==> config.mk <==
export PLATFORM = sky130hd
export DESIGN_NAME = event_readout_sequencer
export DESIGN_NICKNAME = d
export VERILOG_FILES = /design/src/rtl/event_readout_sequencer.sv
export SDC_FILE = /design/constraint.sdc
export NUM_CORES = 1
export LEC_CHECK = 0
export ABC_AREA = 1
export ABC_CLOCK_PERIOD_IN_PS = 2600
export BUFFER_PORTS_ARGS = -buffer_cell sky130_fd_sc_hd__buf_2
export CAP_MARGIN = 20
export CORE_UTILIZATION = 55
export DETAILED_ROUTE_END_ITERATION = 16
export GPL_ROUTABILITY_DRIVEN = 0
export PLACE_DENSITY = 0.77
export REMOVE_ABC_BUFFERS = 1
export SLEW_MARGIN = 10
export SYNTH_ARGS = -nofsm -noshare
export SYNTH_HDL_FRONTEND = slang
export SYNTH_SLANG_ARGS = --single-unit
==> constraint.sdc <==
create_clock -name aclk -period 2.6 [get_ports aclk]
set_input_delay 0.13 -clock aclk [delete_from_list [all_inputs] [get_ports aclk]]
set_output_delay 0.13 -clock aclk [all_outputs]
set_load 0.01 [all_outputs]
==> src/rtl/event_readout_sequencer.sv <==
// Event readout sequencer: accepts one event-buffer request, arms the TURFIO completion
// tracker with a mask snapshot, waits for completion or timeout, then emits a done record.
module event_readout_sequencer #(
    parameter int NBUF_BITS = 2,
    parameter int TIMEOUT   = 65535,
    parameter int HOLDOFF   = 4
) (
    input  logic                   aclk,
    input  logic                   aclk_rst,
    input  logic                   s_evt_tvalid,
    output logic                   s_evt_tready,
    input  logic [NBUF_BITS-1:0]   s_evt_tdata,
    input  logic [3:0]             tio_mask_i,
    output logic [3:0]             tio_mask_o,
    output logic                   enable_o,
    input  logic                   complete_i,
    input  logic [3:0]             err_i,
    output logic                   m_done_tvalid,
    input  logic                   m_done_tready,
    output logic [NBUF_BITS+4:0]   m_done_tdata,
    input  logic                   release_i,
    output logic [NBUF_BITS:0]     outstanding_o,
    output logic                   release_err_o
);
    localparam int NBUF = 1 << NBUF_BITS;
    localparam int TW   = $clog2(TIMEOUT + 1);
    localparam int HW   = $clog2(HOLDOFF + 1);
    localparam int OW   = NBUF_BITS + 1;

    typedef enum logic [1:0] {ST_IDLE, ST_WAIT, ST_REPORT, ST_HOLD} state_t;

    state_t               state_q, state_d;
    logic [NBUF_BITS-1:0] index_q, index_d;
    logic [3:0]           mask_q, mask_d;
    logic [TW-1:0]        timer_q, timer_d;
    logic [HW-1:0]        holdoff_q, holdoff_d;
    logic                 timeout_q, timeout_d;
    logic [3:0]           err_q, err_d;
    logic [OW-1:0]        outstanding_q, outstanding_d;
    logic                 rel_err_q, rel_err_d;
    logic                 accept;
    logic                 release_ok;

    always_ff @(posedge aclk) begin
        if (aclk_rst) begin
            state_q       <= ST_IDLE;
            index_q       <= '0;
            mask_q        <= '0;
            timer_q       <= '0;
            holdoff_q     <= '0;
            timeout_q     <= 1'b0;
            err_q         <= '0;
            outstanding_q <= '0;
            rel_err_q     <= 1'b0;
        end else begin
            state_q       <= state_d;
            index_q       <= index_d;
            mask_q        <= mask_d;
            timer_q       <= timer_d;
            holdoff_q     <= holdoff_d;
            timeout_q     <= timeout_d;
            err_q         <= err_d;
            outstanding_q <= outstanding_d;
            rel_err_q     <= rel_err_d;
        end
    end

    assign s_evt_tready  = (state_q == ST_IDLE) && (outstanding_q < OW'(NBUF));
    assign accept        = s_evt_tvalid && s_evt_tready;
    assign enable_o      = (state_q == ST_WAIT);
    assign m_done_tvalid = (state_q == ST_REPORT);
    assign m_done_tdata  = {timeout_q, err_q, index_q};
    assign tio_mask_o    = mask_q;
    assign outstanding_o = outstanding_q;
    assign release_err_o = rel_err_q;
    assign release_ok    = release_i && (outstanding_q != '0);

    always_comb begin
        state_d   = state_q;
        index_d   = index_q;
        mask_d    = mask_q;
        timer_d   = timer_q;
        holdoff_d = holdoff_q;
        timeout_d = timeout_q;
        err_d     = err_q;
        case (state_q)
            ST_IDLE: begin
                if (accept) begin
                    index_d = s_evt_tdata;
                    mask_d  = tio_mask_i;
                    timer_d = '0;
                    state_d = ST_WAIT;
                end
            end
            ST_WAIT: begin
                // Completion takes priority over a coincident timer expiry.
                if (complete_i) begin
                    timeout_d = 1'b0;
                    err_d     = err_i;
                    state_d   = ST_REPORT;
                end else if (timer_q == TW'(TIMEOUT - 1)) begin
                    timeout_d = 1'b1;
                    err_d     = err_i;
                    state_d   = ST_REPORT;
                end else begin
                    timer_d = timer_q + 1'b1;
                end
            end
            ST_REPORT: begin
                if (m_done_tready) begin
                    holdoff_d = '0;
                    state_d   = ST_HOLD;
                end
            end
            default: begin
                // Keep enable low long enough for the tracker's enable pipeline to drain.
                if (holdoff_q == HW'(HOLDOFF - 1)) begin
                    holdoff_d = '0;
                    state_d   = ST_IDLE;
                end else begin
                    holdoff_d = holdoff_q + 1'b1;
                end
            end
        endcase
    end

    always_comb begin
        outstanding_d = outstanding_q;
        rel_err_d     = rel_err_q | (release_i && (outstanding_q == '0));
        case ({accept, release_ok})
            2'b10:   outstanding_d = outstanding_q + 1'b1;
            2'b01:   outstanding_d = outstanding_q - 1'b1;
            default: outstanding_d = outstanding_q;
        endcase
    end
endmodule

# After elaboration in Yosys (flattened, before gate mapping)
# Cells that the tools add are included.
[totals]
reg_bits = 36
output_inout_bits = 18
[op_classes]
n_addsub = 4
order_cmp = 1
eq_ne = 11
muxes = 18
bitwise = 2
n_reduce_logical = 17
[ops]
columns = ["op", "count"]
rows = [
  ["16-bit 2-to-1 mux", 3],
  ["16-bit one-hot mux with 2 select lines", 1],
  ["16-bit by 1-bit adder with 16-bit output, second input constant", 1],
  ["16-bit == test, second input constant", 1],
  ["3-bit one-hot mux with 2 select lines", 2],
  ["2-bit 2-to-1 mux", 5],
  ["4-bit 2-to-1 mux", 2],
  ["4-bit AND reduction", 2],
  ["3-bit by 1-bit adder with 3-bit output, second input constant", 2],
  ["3-bit 2-to-1 mux", 2],
  ["2-bit != test, second input constant", 3],
  ["2-bit one-hot mux with 3 select lines", 1],
  ["2-bit AND reduction", 3],
  ["2-bit nonzero test", 3],
  ["2-bit by 1-bit == test with 1-bit output, second input constant", 2],
  ["2-bit == test, second input constant", 2],
  ["1-bit logical AND", 4],
  ["4-bit nonzero test", 1],
  ["3-bit by 2-bit == test with 1-bit output, second input constant", 1],
  ["3-bit logical NOT", 1],
  ["3-bit less-than comparator, second input constant", 1],
  ["3-bit by 1-bit != test with 1-bit output, second input constant", 1],
  ["3-bit nonzero test", 1],
  ["3-bit by 1-bit subtractor with 3-bit output, second input constant", 1],
  ["other kinds (6)", 7],
]

# Longest topological paths before layout
# Gate-level depths: netlist of run 1.
[logic_depth]
ltp_word = 5
depth_mapped = 12
ltp_nobuf = 12

# Worst setup path after synthesis of run 1
# OpenSTA, ideal clock, no wires.
[synth_path]
path_type = "register to register"
from = "reg state_q[0]"
to = "reg outstanding_q[2] (netlist: outstanding_o[2])"
arrival_ns = 1.941
required_time_ns = 2.478
slack_ns = 0.537
stages_incl_launch_ff = 13
path_buffers = 0
period_less_slack_ns = 2.063
path_cell_list = "dfxtp_1 -> inv_1 -> ha_1 -> inv_2 -> nor2_8 -> nand2_4 -> ha_1 -> inv_1 -> fa_1 -> a21oi_1 -> o21ai_0 -> o21ai_0 -> a21oi_1"
[synth_via]
elab_chain_cells = 5
word_cells_on_any_way = 7
[synth_rtl]
columns = ["item", "line_no", "text"]
rows = [
  ["start, declared", "32", "state_t state_q, state_d;"],
  ["start signal, assigned", "56", "state_q <= state_d;"],
  ["2-bit logical NOT *", "68", "assign s_evt_tready = (state_q == ST_IDLE) && (outstanding_q < OW'(NBUF));"],
  ["1-bit logical AND *", "68", ""],
  ["named net s_evt_tready", "11", "output logic s_evt_tready,"],
  ["1-bit logical AND *", "69", "assign accept = s_evt_tvalid && s_evt_tready;"],
  ["2-bit by 1-bit == test with 1-bit output / 2-bit == test (equally long branches)", "130", "case ({accept, release_ok})"],
  ["3-bit one-hot mux with 2 select lines / 2-bit nonzero test (equally long branches)", "n/a", ""],
  ["end signal, assigned", "63", "outstanding_q <= outstanding_d;"],
  ["end, declared", "39", "logic [OW-1:0] outstanding_q, outstanding_d;"],
]
# The timed path passes the listed nets; every way through them passes the cells marked *.
# A chain may end at the register's enable or synchronous reset.

# Worst setup path in the final report of run 1
[layout_path]
from = "reg state_q[0]"
to = "reg outstanding_q[2] (netlist: outstanding_o[2])"
[layout_via]
elab_chain_cells = 5
word_cells_on_any_way = 7
[layout_rtl]
columns = ["item", "line_no"]
rows = [
  ["2-bit logical NOT *", "68"],
  ["1-bit logical AND *", "68"],
  ["1-bit logical AND *", "69"],
  ["2-bit by 1-bit == test with 1-bit output / 2-bit == test (equally long branches)", "130"],
  ["3-bit one-hot mux with 2 select lines / 2-bit nonzero test (equally long branches)", "n/a"],
]
# Every way passes the cells marked *; elsewhere a longest branch is shown, timed or not.

==> out/results.txt, run 1 <==
# Post-CTS Setup Buffers = 0
sequential power share = 34.7%
count leader, synth = nand2_1
total core area = 3660 um2
GRT Overall Usage = 24.7%
outcome = finished clean
relative slew slack = 48.2%
power per cell area = 1040 nW/um2
cts repair resizes = 0
post-route cell area = 2360 um2
Synthesis Warnings = 0
Hold Crit Class = input port to flip-flop
Setup violations, final = 0
switching share of power = 43.1%
cells after synthesis = 324
Syn Area/Cell = 6.52 um2
vias in the first global route = 1839
first-pass GRT wire length = 7910 um
full die area = 4090 um2
routed vias/inst = 5.04
# IOs = 34
main flop type after synthesis = dfxtp_1
CTS sink cnt = 36
DP Cell Count = 396
max_cap viols = 0
Seq/Total Area, Yosys = 34.1%
Crit path arrival time = 2.48 ns
Leak = 1.13 nW
Psw = 0.00106 W
Non-Filler Instances = 404
root buf cell = clkbuf_8
starting density of the core = 57.7%
TritonRoute pass-1 iters = 4
final wirelength = 4470 um
number of buffers created by CTS = 5
# H-tree levels = 2
Syn Std Cell Area = 2110 um2
clock group share of total power = 20.2%
FF/Latch Area = 721 um2
via count = 2036
CP Class = flip-flop to flip-flop
clock skew = 0.00756 ns
Clock transition at path regs = 0.07 ns
Worst Path Max Fanout = 9
Synth async-reset ratio = 0%
Fin. Hold Viols = 0
slew at the pin closest to its max-slew limit = 0.776 ns
final core occ = 64.6%
RSZ-0062 raised after global routing = no
Post-synth EDFFs = 0
crit start category = flip-flop
minimum clock period = 2.28 ns
largest net degree at the start of global routing = 26
Yosys top cell area share = 34.1%
Seq cells post-synth = 36
CP Capture Type = flip-flop
fin. max-slew vios = 0
placed cell area = 2260 um2
CP required = 2.79 ns
height of the die = 64.0 um
final worst path period share = 87.9%
Worst VDD drop = 0.519 mV
# DRC = 0
Final nets = 380
initial antenna violation count = 0
Distinct cells, synth = 27
synth-to-layout area growth = 11.9%
dpl hpwl = 3170 um
IO buf count = 33
Clock Tree Buf Depth = 2
cts hold-fix bufs = 0
Antenna Cells = 0
Clock Latency Late Sink = 0.30 ns
fill count = 338
Routed Antenna Nets = 0
Cell Rows = 22
DR WL/cell = 11.1 um
Synth area leaders = dfxtp_1 34%, nand2_1 15%, nor2_1 11%
Synth area leader = dfxtp_1
Achievable Freq = 0.438 GHz
setup TNS = 0 ns
Die X = 64.0 um
Logic pwr share = 45.1%
CTS tree = built
multi-input logic area = 1130 um2
most instantiated cells after synthesis = 84 x nand2_1, 61 x nor2_1, 41 x inv_1, 36 x dfxtp_1, 25 x a21oi_1
grt total ovfl = 0
DRT iter0 DRCs = 147
Internal = 0.00140 W
layout cells sized above 1 = 13.2%
[metal layers]
metal  GRT usage [%]  share of wire [%]  up-vias
met4            13.1                1.7        0
met5               0                  0        -
met1            30.8                 46      871
met2            40.2                 46       67
met3            4.64                6.1        8
li1                -                  -     1090
[layout make-up]
type                    count  share of cell area (%)
clock buffers               6                    3.07
clock inverters             2                    1.48
inverters                  43                    6.83
multi-input cells         234                    48.0
flip-flops and latches     36                    30.5
well taps                  48                    2.54
repair buffers             35                    7.62
[kinds of logic after synthesis]
| family | share of synthesized area (%) |
|---|---|
| flops | 34.1 |
| simple gates | 37.4 |
| fa+ha+maj | 5.68 |
| compound gates | 10.7 |
| buf+inv | 12.2 |
[critical path, cell delays in order (launching register included)]
cell and delay, ns:
dfxtp_1 0.36, inv_1 0.09, ha_1 0.29, inv_2 0.14, nor2_8 0.06, nand2_4 0.12, ha_1 0.16, inv_1 0.07
fa_1 0.38, a21oi_1 0.16, o21ai_0 0.12, o21ai_0 0.17, a21oi_1 0.05
[through the flow]
| step | total power [W] | setup slack, ns | hold WS (ns) |
|---|---|---|---|
| after floorplan | 0.00169 | 0.537 | 0.199 |
| after global placement | 0.00194 | 0.464 | 0.355 |
| after detailed placement | 0.00196 | 0.340 | 0.361 |
| after CTS | 0.00246 | 0.318 | 0.0566 |
| after global routing | 0.00268 | 0.0871 | 0.102 |
| final | 0.00245 | 0.316 | 0.0620 |
[final timing paths]
path	from	to	slack, ns	cells past startpoint
worst min-delay path	err_i[0]	err_q[0]	0.06	3
worst max register to register	state_q[0]	outstanding_o[2]	0.32	12
worst max-delay path	state_q[0]	outstanding_o[2]	0.32	12
worst min register to register	index_q[1]	index_q[1]	0.46	2
[placed cells by master, fill, tap and decap left out]
master      n
clkbuf_8    5
nand3_4     1
nand3_1    17
o21ai_0    14
a31oi_1     1
nand2_1    84
fa_1        1
o21a_1      1
clkbuf_1    1
nor2_1     61
inv_1      41
a21oi_1    25
nor3b_1     1
bufinv_16   1
buf_4       2
inv_2       1
dfxtp_1    36
buf_2      33
nor3_1      2
clkinv_2    1
nand4_1    14
nor4_1      1
ha_1        8
nand2_4     1
nor2_8      1
a21oi_4     1
clkinv_1    1
[power by group through the flow]
stage               Combinational, W  Sequential (W)  Clock (W)
finish                       0.00111        0.000852   0.000495
global route                 0.00128        0.000880   0.000521
CTS                          0.00111        0.000853   0.000504
detailed placement           0.00110        0.000862          0
global placement             0.00108        0.000862          0
floorplan                   0.000821        0.000866          0
[sequential cells by signal (all words and copies together), names as in the netlist]
name,cells
outstanding_o,3
timer_q,16
tio_mask_o,4
index_q,2
err_q,4
holdoff_q,3
state_q,2
timeout_q,1
release_err_o,1
Power figures use the tool's default switching activity.
==> run 2: changes to the inputs <==
--- a/config.mk
+++ b/config.mk
@@ -12,7 +12,7 @@
 export CORE_UTILIZATION = 55
 export DETAILED_ROUTE_END_ITERATION = 16
 export GPL_ROUTABILITY_DRIVEN = 0
-export PLACE_DENSITY = 0.77
+export PLACE_DENSITY_LB_ADDON = 0.08
 export REMOVE_ABC_BUFFERS = 1
 export SLEW_MARGIN = 10
 export SYNTH_ARGS = -nofsm -noshare
==> run 2 against run 1 <==
Core utilization decreased by 0.41 points. Cell count unchanged. Fmax rose by 2.4%. Hold slack improved by 0.00072 ns. Setup slack better by 0.053 ns. Sequential share of layout area rose by 0.19 points. Power is 3.1% lower. Critical path depth did not move. Register-to-register slack gained 0.05 ns. Highest routed layer unchanged.
==> out/results.txt, run 2 (synthesis results as in run 1) <==
outcome = finished clean (unchanged)
RSZ-0062 raised after global routing = no (unchanged)
TritonRoute pass-1 iters = 4 (unchanged)
WL met2 = 1970 um (was 2060 um)
max reg flops = 16 (unchanged)
final core occ = 64.2% (was 64.6%)
Crit path arrival time = 2.41 ns (was 2.48 ns)
CP required = 2.77 ns (was 2.79 ns)
first-pass GRT wire length = 7760 um (was 7910 um)
Clock Latency Late Sink = 0.29 ns (was 0.30 ns)
IO buf count = 33 (unchanged)
Worst Path Max Fanout = 9 (unchanged)
CTS tree = built (unchanged)
total core area = 3660 um2 (unchanged)
# DRC = 0 (unchanged)
initial antenna violation count = 0 (unchanged)
starting density of the core = 57.7% (unchanged)
# IOs = 34 (unchanged)
# Post-CTS Setup Buffers = 0 (unchanged)
Fin. Hold Viols = 0 (unchanged)
commonest cells after routing, fill and taps aside = 84 x nand2_1, 61 x nor2_1, 41 x inv_1 (unchanged)
Reg with most FFs = timer_q (unchanged)
# H-tree levels = 2 (unchanged)
placed cell area = 2260 um2 (unchanged)
power per cell area = 1010 nW/um2 (was 1040 nW/um2)
crit start category = flip-flop (unchanged)
Hold Crit Class = input port to flip-flop (unchanged)
Die X = 64.0 um (unchanged)
relative slew slack = 50.6% (was 48.2%)
via count = 1998 (was 2036)
CP top delay family = adder cells (unchanged)
M1 WL = 2150 um (was 2060 um)
grt total ovfl = 0 (unchanged)
crit path cell chain = inv_1 -> ha_1 -> inv_2 -> nor2_8 -> nand2_4 -> ha_1 -> inv_1 -> fa_1 -> a21oi_1 -> o21ai_0 -> o21ai_0 -> a21oi_1 (unchanged)
Clock Tree Buf Depth = 2 (unchanged)
Top Layer Used = met4 (unchanged)
slew at the pin closest to its max-slew limit = 0.741 ns (was 0.776 ns)
buffers plus inverters on the worst setup path = 3 (unchanged)
Clock transition at path regs = 0.07 ns (about the same)
full die area = 4090 um2 (unchanged)
largest net degree at the start of global routing = 26 (unchanged)
Cell Rows = 22 (unchanged)
height of the die = 64.0 um (unchanged)
cts hold-fix bufs = 0 (unchanged)
max_cap viols = 0 (unchanged)
CP Capture Type = flip-flop (unchanged)
CP Class = flip-flop to flip-flop (unchanged)
DR WL/cell = 10.8 um (was 11.1 um)
clock skew = 0.00645 ns (was 0.00756 ns)
cts repair resizes = 0 (unchanged)
routed vias/inst = 4.95 (was 5.04)
dpl hpwl = 3160 um (was 3170 um)
Leak = 1.13 nW (about the same)
layout cells sized above 1 = 13.5% (was 13.2%)
CP peak stage delay = 0.37 ns (was 0.38 ns)
Met3 Wirelength = 189 um (was 274 um)
post-route cell area = 2350 um2 (was 2360 um2)
Worst VDD drop = 0.539 mV (was 0.519 mV)
Final nets = 380 (unchanged)
GRT Overall Usage = 24.1% (was 24.7%)
CTS sink cnt = 36 (unchanged)
Antenna Cells = 0 (unchanged)
final worst path period share = 85.8% (was 87.9%)
number of buffers created by CTS = 5 (unchanged)
minimum clock period = 2.23 ns (was 2.28 ns)
setup TNS = 0 ns (unchanged)
Setup violations, final = 0 (unchanged)
root buf cell = clkbuf_8 (unchanged)
Achievable Freq = 0.448 GHz (was 0.438 GHz)
slowest cell on the critical path = dfxtp_1 (was fa_1)
commonest non-fill, non-tap cell in the layout = nand2_1 (unchanged)
vias in the first global route = 1808 (was 1839)
fin. max-slew vios = 0 (unchanged)
DRT iter0 DRCs = 151 (was 147)
final wirelength = 4380 um (was 4470 um)
Routed Antenna Nets = 0 (unchanged)
synth-to-layout area growth = 11.2% (was 11.9%)
==> run 2: power by group <==
| part | leakage (nW) | switching, W | internal, W |
|---|---|---|---|
| clock | 0.0510 | 0.000204 | 0.000211 |
| combinational | 0.784 | 0.000706 | 0.000402 |
| sequential | 0.295 | 0.000141 | 0.000715 |
==> run 2: per-stage QoR <==
stage / setup WS [ns] / total power (W) / hold slack [ns] / cells
after global routing: 0.227 / 0.00261 / 0.0822 / 404
after CTS: 0.382 / 0.00239 / 0.0553 / 404
after global placement: 0.449 / 0.00195 / 0.355 / 396
after floorplan: 0.537 / 0.00169 / 0.199 / 313
final: 0.368 / 0.00238 / 0.0627 / 404
after detailed placement: 0.380 / 0.00197 / 0.363 / 396
==> run 2: cell type report <==
class | count | area, um2
Tap cell | 48 | 60.1
Multi-Input combinational cell | 234 | 1130
Inverter | 43 | 161
Sequential cell | 36 | 721
Timing Repair Buffer | 35 | 180
Fill cell | 351 | 1310
Clock buffer | 6 | 82.6
Clock inverter | 2 | 10.0
==> run 2: per-layer routing <==
layer,up-vias,track usage (%)
met5,-,0
met3,6,5.00
li1,1078,-
met4,0,11.1
met1,866,29.5
met2,48,40.2
==> run 2: path summary, 6_finish.rpt <==
path / from / to / slack [ns] / depth (start not counted)
setup / recovery: state_q[0] / outstanding_o[2] / 0.37 / 12
hold / removal: err_i[3] / err_q[3] / 0.06 / 3
setup reg to reg: state_q[0] / outstanding_o[2] / 0.37 / 12
hold reg to reg: tio_mask_o[2] / tio_mask_o[2] / 0.46 / 2
==> run 2: tightest hold or removal path, delay by kind of cell <==
kind	cells	cell delay (ns)
and+or+nand+nor	2	0.11
buffers and inverters	1	0.07
==> run 3: changes to the inputs <==
--- a/config.mk
+++ b/config.mk
@@ -6,13 +6,14 @@
 export NUM_CORES = 1
 export LEC_CHECK = 0
 export ABC_AREA = 1
-export ABC_CLOCK_PERIOD_IN_PS = 2600
+export ABC_CLOCK_PERIOD_IN_PS = 2300
 export BUFFER_PORTS_ARGS = -buffer_cell sky130_fd_sc_hd__buf_2
 export CAP_MARGIN = 20
 export CORE_UTILIZATION = 55
 export DETAILED_ROUTE_END_ITERATION = 16
 export GPL_ROUTABILITY_DRIVEN = 0
 export PLACE_DENSITY_LB_ADDON = 0.08
+export RECOVER_POWER = 25
 export REMOVE_ABC_BUFFERS = 1
 export SLEW_MARGIN = 10
 export SYNTH_ARGS = -nofsm -noshare
==> constraint.sdc (replaced) <==
create_clock -name aclk -period 2.3 [get_ports aclk]
set_input_delay 0.115 -clock aclk [delete_from_list [all_inputs] [get_ports aclk]]
set_output_delay 0.115 -clock aclk [all_outputs]
set_load 0.01 [all_outputs]
==> run 3 against run 2 <==
Global-route usage rose by 0.95 points. Setup slack got worse by 0.15 ns. Core utilization rose by 2.8 points. Critical path type unchanged.
==> out/results.txt, run 3 (synthesis results as in run 1) <==
outcome = finished clean (unchanged)
CP required = 2.48 ns (was 2.77 ns)
CP peak stage delay = 0.38 ns (was 0.37 ns)
fin. max-slew vios = 0 (unchanged)
starting density of the core = 57.7% (unchanged)
Final nets = 387 (was 380)
CP Class = flip-flop to flip-flop (unchanged)
Reg with most FFs = timer_q (unchanged)
slowest cell on the critical path = fa_1 (was dfxtp_1)
relative slew slack = 47.1% (was 50.6%)
final worst path period share = 90.7% (was 85.8%)
commonest cells after routing, fill and taps aside = 84 x nand2_1, 61 x nor2_1, 41 x inv_1 (unchanged)
first-pass GRT wire length = 8180 um (was 7760 um)
Antenna Cells = 0 (unchanged)
DR WL/cell = 11.1 um (was 10.8 um)
IO buf count = 33 (unchanged)
CTS tree = built (unchanged)
initial antenna violation count = 0 (unchanged)
GRT Overall Usage = 25.0% (was 24.1%)
synth-to-layout area growth = 16.0% (was 11.2%)
routed vias/inst = 5.00 (was 4.95)
root buf cell = clkbuf_8 (unchanged)
setup TNS = 0 ns (unchanged)
Achievable Freq = 0.480 GHz (was 0.448 GHz)
dpl hpwl = 3350 um (was 3160 um)
# Post-CTS Setup Buffers = 0 (unchanged)
Hold Crit Class = input port to flip-flop (unchanged)
cts hold-fix bufs = 0 (unchanged)
total core area = 3660 um2 (unchanged)
Pwr Total = 0.00305 W (was 0.00238 W)
Crit path arrival time = 2.26 ns (was 2.41 ns)
crit path cell chain = inv_1 -> ha_1 -> inv_2 -> nor2_8 -> nand2_4 -> ha_1 -> inv_1 -> fa_1 -> a21oi_1 -> o21ai_0 -> o21ai_1 -> a21oi_1 (was inv_1 -> ha_1 -> inv_2 -> nor2_8 -> nand2_4 -> ha_1 -> inv_1 -> fa_1 -> a21oi_1 -> o21ai_0 -> o21ai_0 -> a21oi_1)
slew at the pin closest to its max-slew limit = 0.792 ns (was 0.741 ns)
power per cell area = 1250 nW/um2 (was 1010 nW/um2)
Clock Tree Buf Depth = 2 (unchanged)
clock skew = 0.00658 ns (was 0.00645 ns)
number of buffers created by CTS = 5 (unchanged)
Worst Path Max Fanout = 8 (was 9)
# IOs = 34 (unchanged)
RSZ-0062 raised after global routing = no (unchanged)
Setup WS pre-CTS = 0.234 ns (was 0.380 ns)
Fin. Hold Viols = 0 (unchanged)
Clock transition at path regs = 0.08 ns (was 0.07 ns)
grt total ovfl = 0 (unchanged)
hold_ws = 0.0479 ns (was 0.0627 ns)
via count = 2056 (was 1998)
layout cells sized above 1 = 11.6% (was 13.5%)
minimum clock period = 2.08 ns (was 2.23 ns)
min setup slack post-route = 0.215 ns (was 0.368 ns)
Cell Rows = 22 (unchanged)
final wirelength = 4550 um (was 4380 um)
full die area = 4090 um2 (unchanged)
hold-critical path depth = 3 (unchanged)
TritonRoute pass-1 iters = 4 (unchanged)
largest net degree at the start of global routing = 26 (unchanged)
Routed Antenna Nets = 0 (unchanged)
DRT iter0 DRCs = 129 (was 151)
max reg flops = 16 (unchanged)
Setup violations, final = 0 (unchanged)
vias in the first global route = 1978 (was 1808)
# H-tree levels = 2 (unchanged)
Worst VDD drop = 0.681 mV (was 0.539 mV)
Die X = 64.0 um (unchanged)
commonest non-fill, non-tap cell in the layout = nand2_1 (unchanged)
crit start category = flip-flop (unchanged)
height of the die = 64.0 um (unchanged)
R2R depth = 12 (unchanged)
max_cap viols = 0 (unchanged)
CP Capture Type = flip-flop (unchanged)
Clock Latency Late Sink = 0.29 ns (about the same)
# DRC = 0 (unchanged)
CTS sink cnt = 36 (unchanged)
fill count = 334 (was 351)
Leak = 1.14 nW (was 1.13 nW)
==> run 3: per-stage QoR <==
step	utilization, %	instance area (um2)	std cells
3_5_place_dp	63.1	2310	403
6_report	67.0	2450	411
4_1_cts	67.4	2470	411
5_1_grt	67.0	2450	411
3_3_place_gp	63.1	2310	403
2_1_floorplan	-	2020	313
==> run 3: path summary, 6_finish.rpt <==
check	start	endpoint	slack (ns)
hold reg to reg	holdoff_q[2]	holdoff_q[2]	0.46
setup reg to reg	state_q[0]	outstanding_o[2]	0.22
hold / removal	err_i[2]	err_q[2]	0.05
setup / recovery	state_q[0]	outstanding_o[2]	0.22
==> run 3: layout make-up <==
| cell class | count | area [um2] | area share, % |
|---|---|---|---|
| Clock buffer | 5 | 68.8 | 2.81 |
| Clock inverter | 3 | 90.1 | 3.67 |
| Inverter | 43 | 161 | 6.58 |
| Multi-Input combinational cell | 234 | 1130 | 46.3 |
| Sequential cell | 36 | 721 | 29.4 |
| Tap cell | 48 | 60.1 | 2.45 |
| Timing Repair Buffer | 42 | 216 | 8.83 |
==> run 3: repair_timing <==
action,4_1_cts,5_1_grt
resized for setup,0,1
setup endpoints to repair,0,1
hold endpoints to repair,0,0
==> run 3: power by group <==
part / switching (W) / internal (W) / leakage, nW / total (W)
registers: 0.000159 / 0.000808 / 0.295 / 0.000967
logic: 0.000811 / 0.000496 / 0.765 / 0.00131
clock network: 0.000237 / 0.000542 / 0.0784 / 0.000779
total: 0.00121 / 0.00185 / 1.14 / 0.00305
==> run 3: per-layer routing <==
metal	vias to the layer above	track usage (%)	wire [um]
li1	1104	-	-
met1	912	28.2	2140
met5	-	0	0
met2	35	46.1	2190
met3	5	5.71	162
met4	0	7.67	54
==> run 3: worst max-delay path: cells and delay by family, from the launching register on <==
family,cells,cell delay (ns)
adders and majority gates,3,0.75
AOI/OAI and AO/OA,4,0.46
DFF,1,0.37
buffers and inverters,3,0.27
and+or+nand+nor,2,0.12
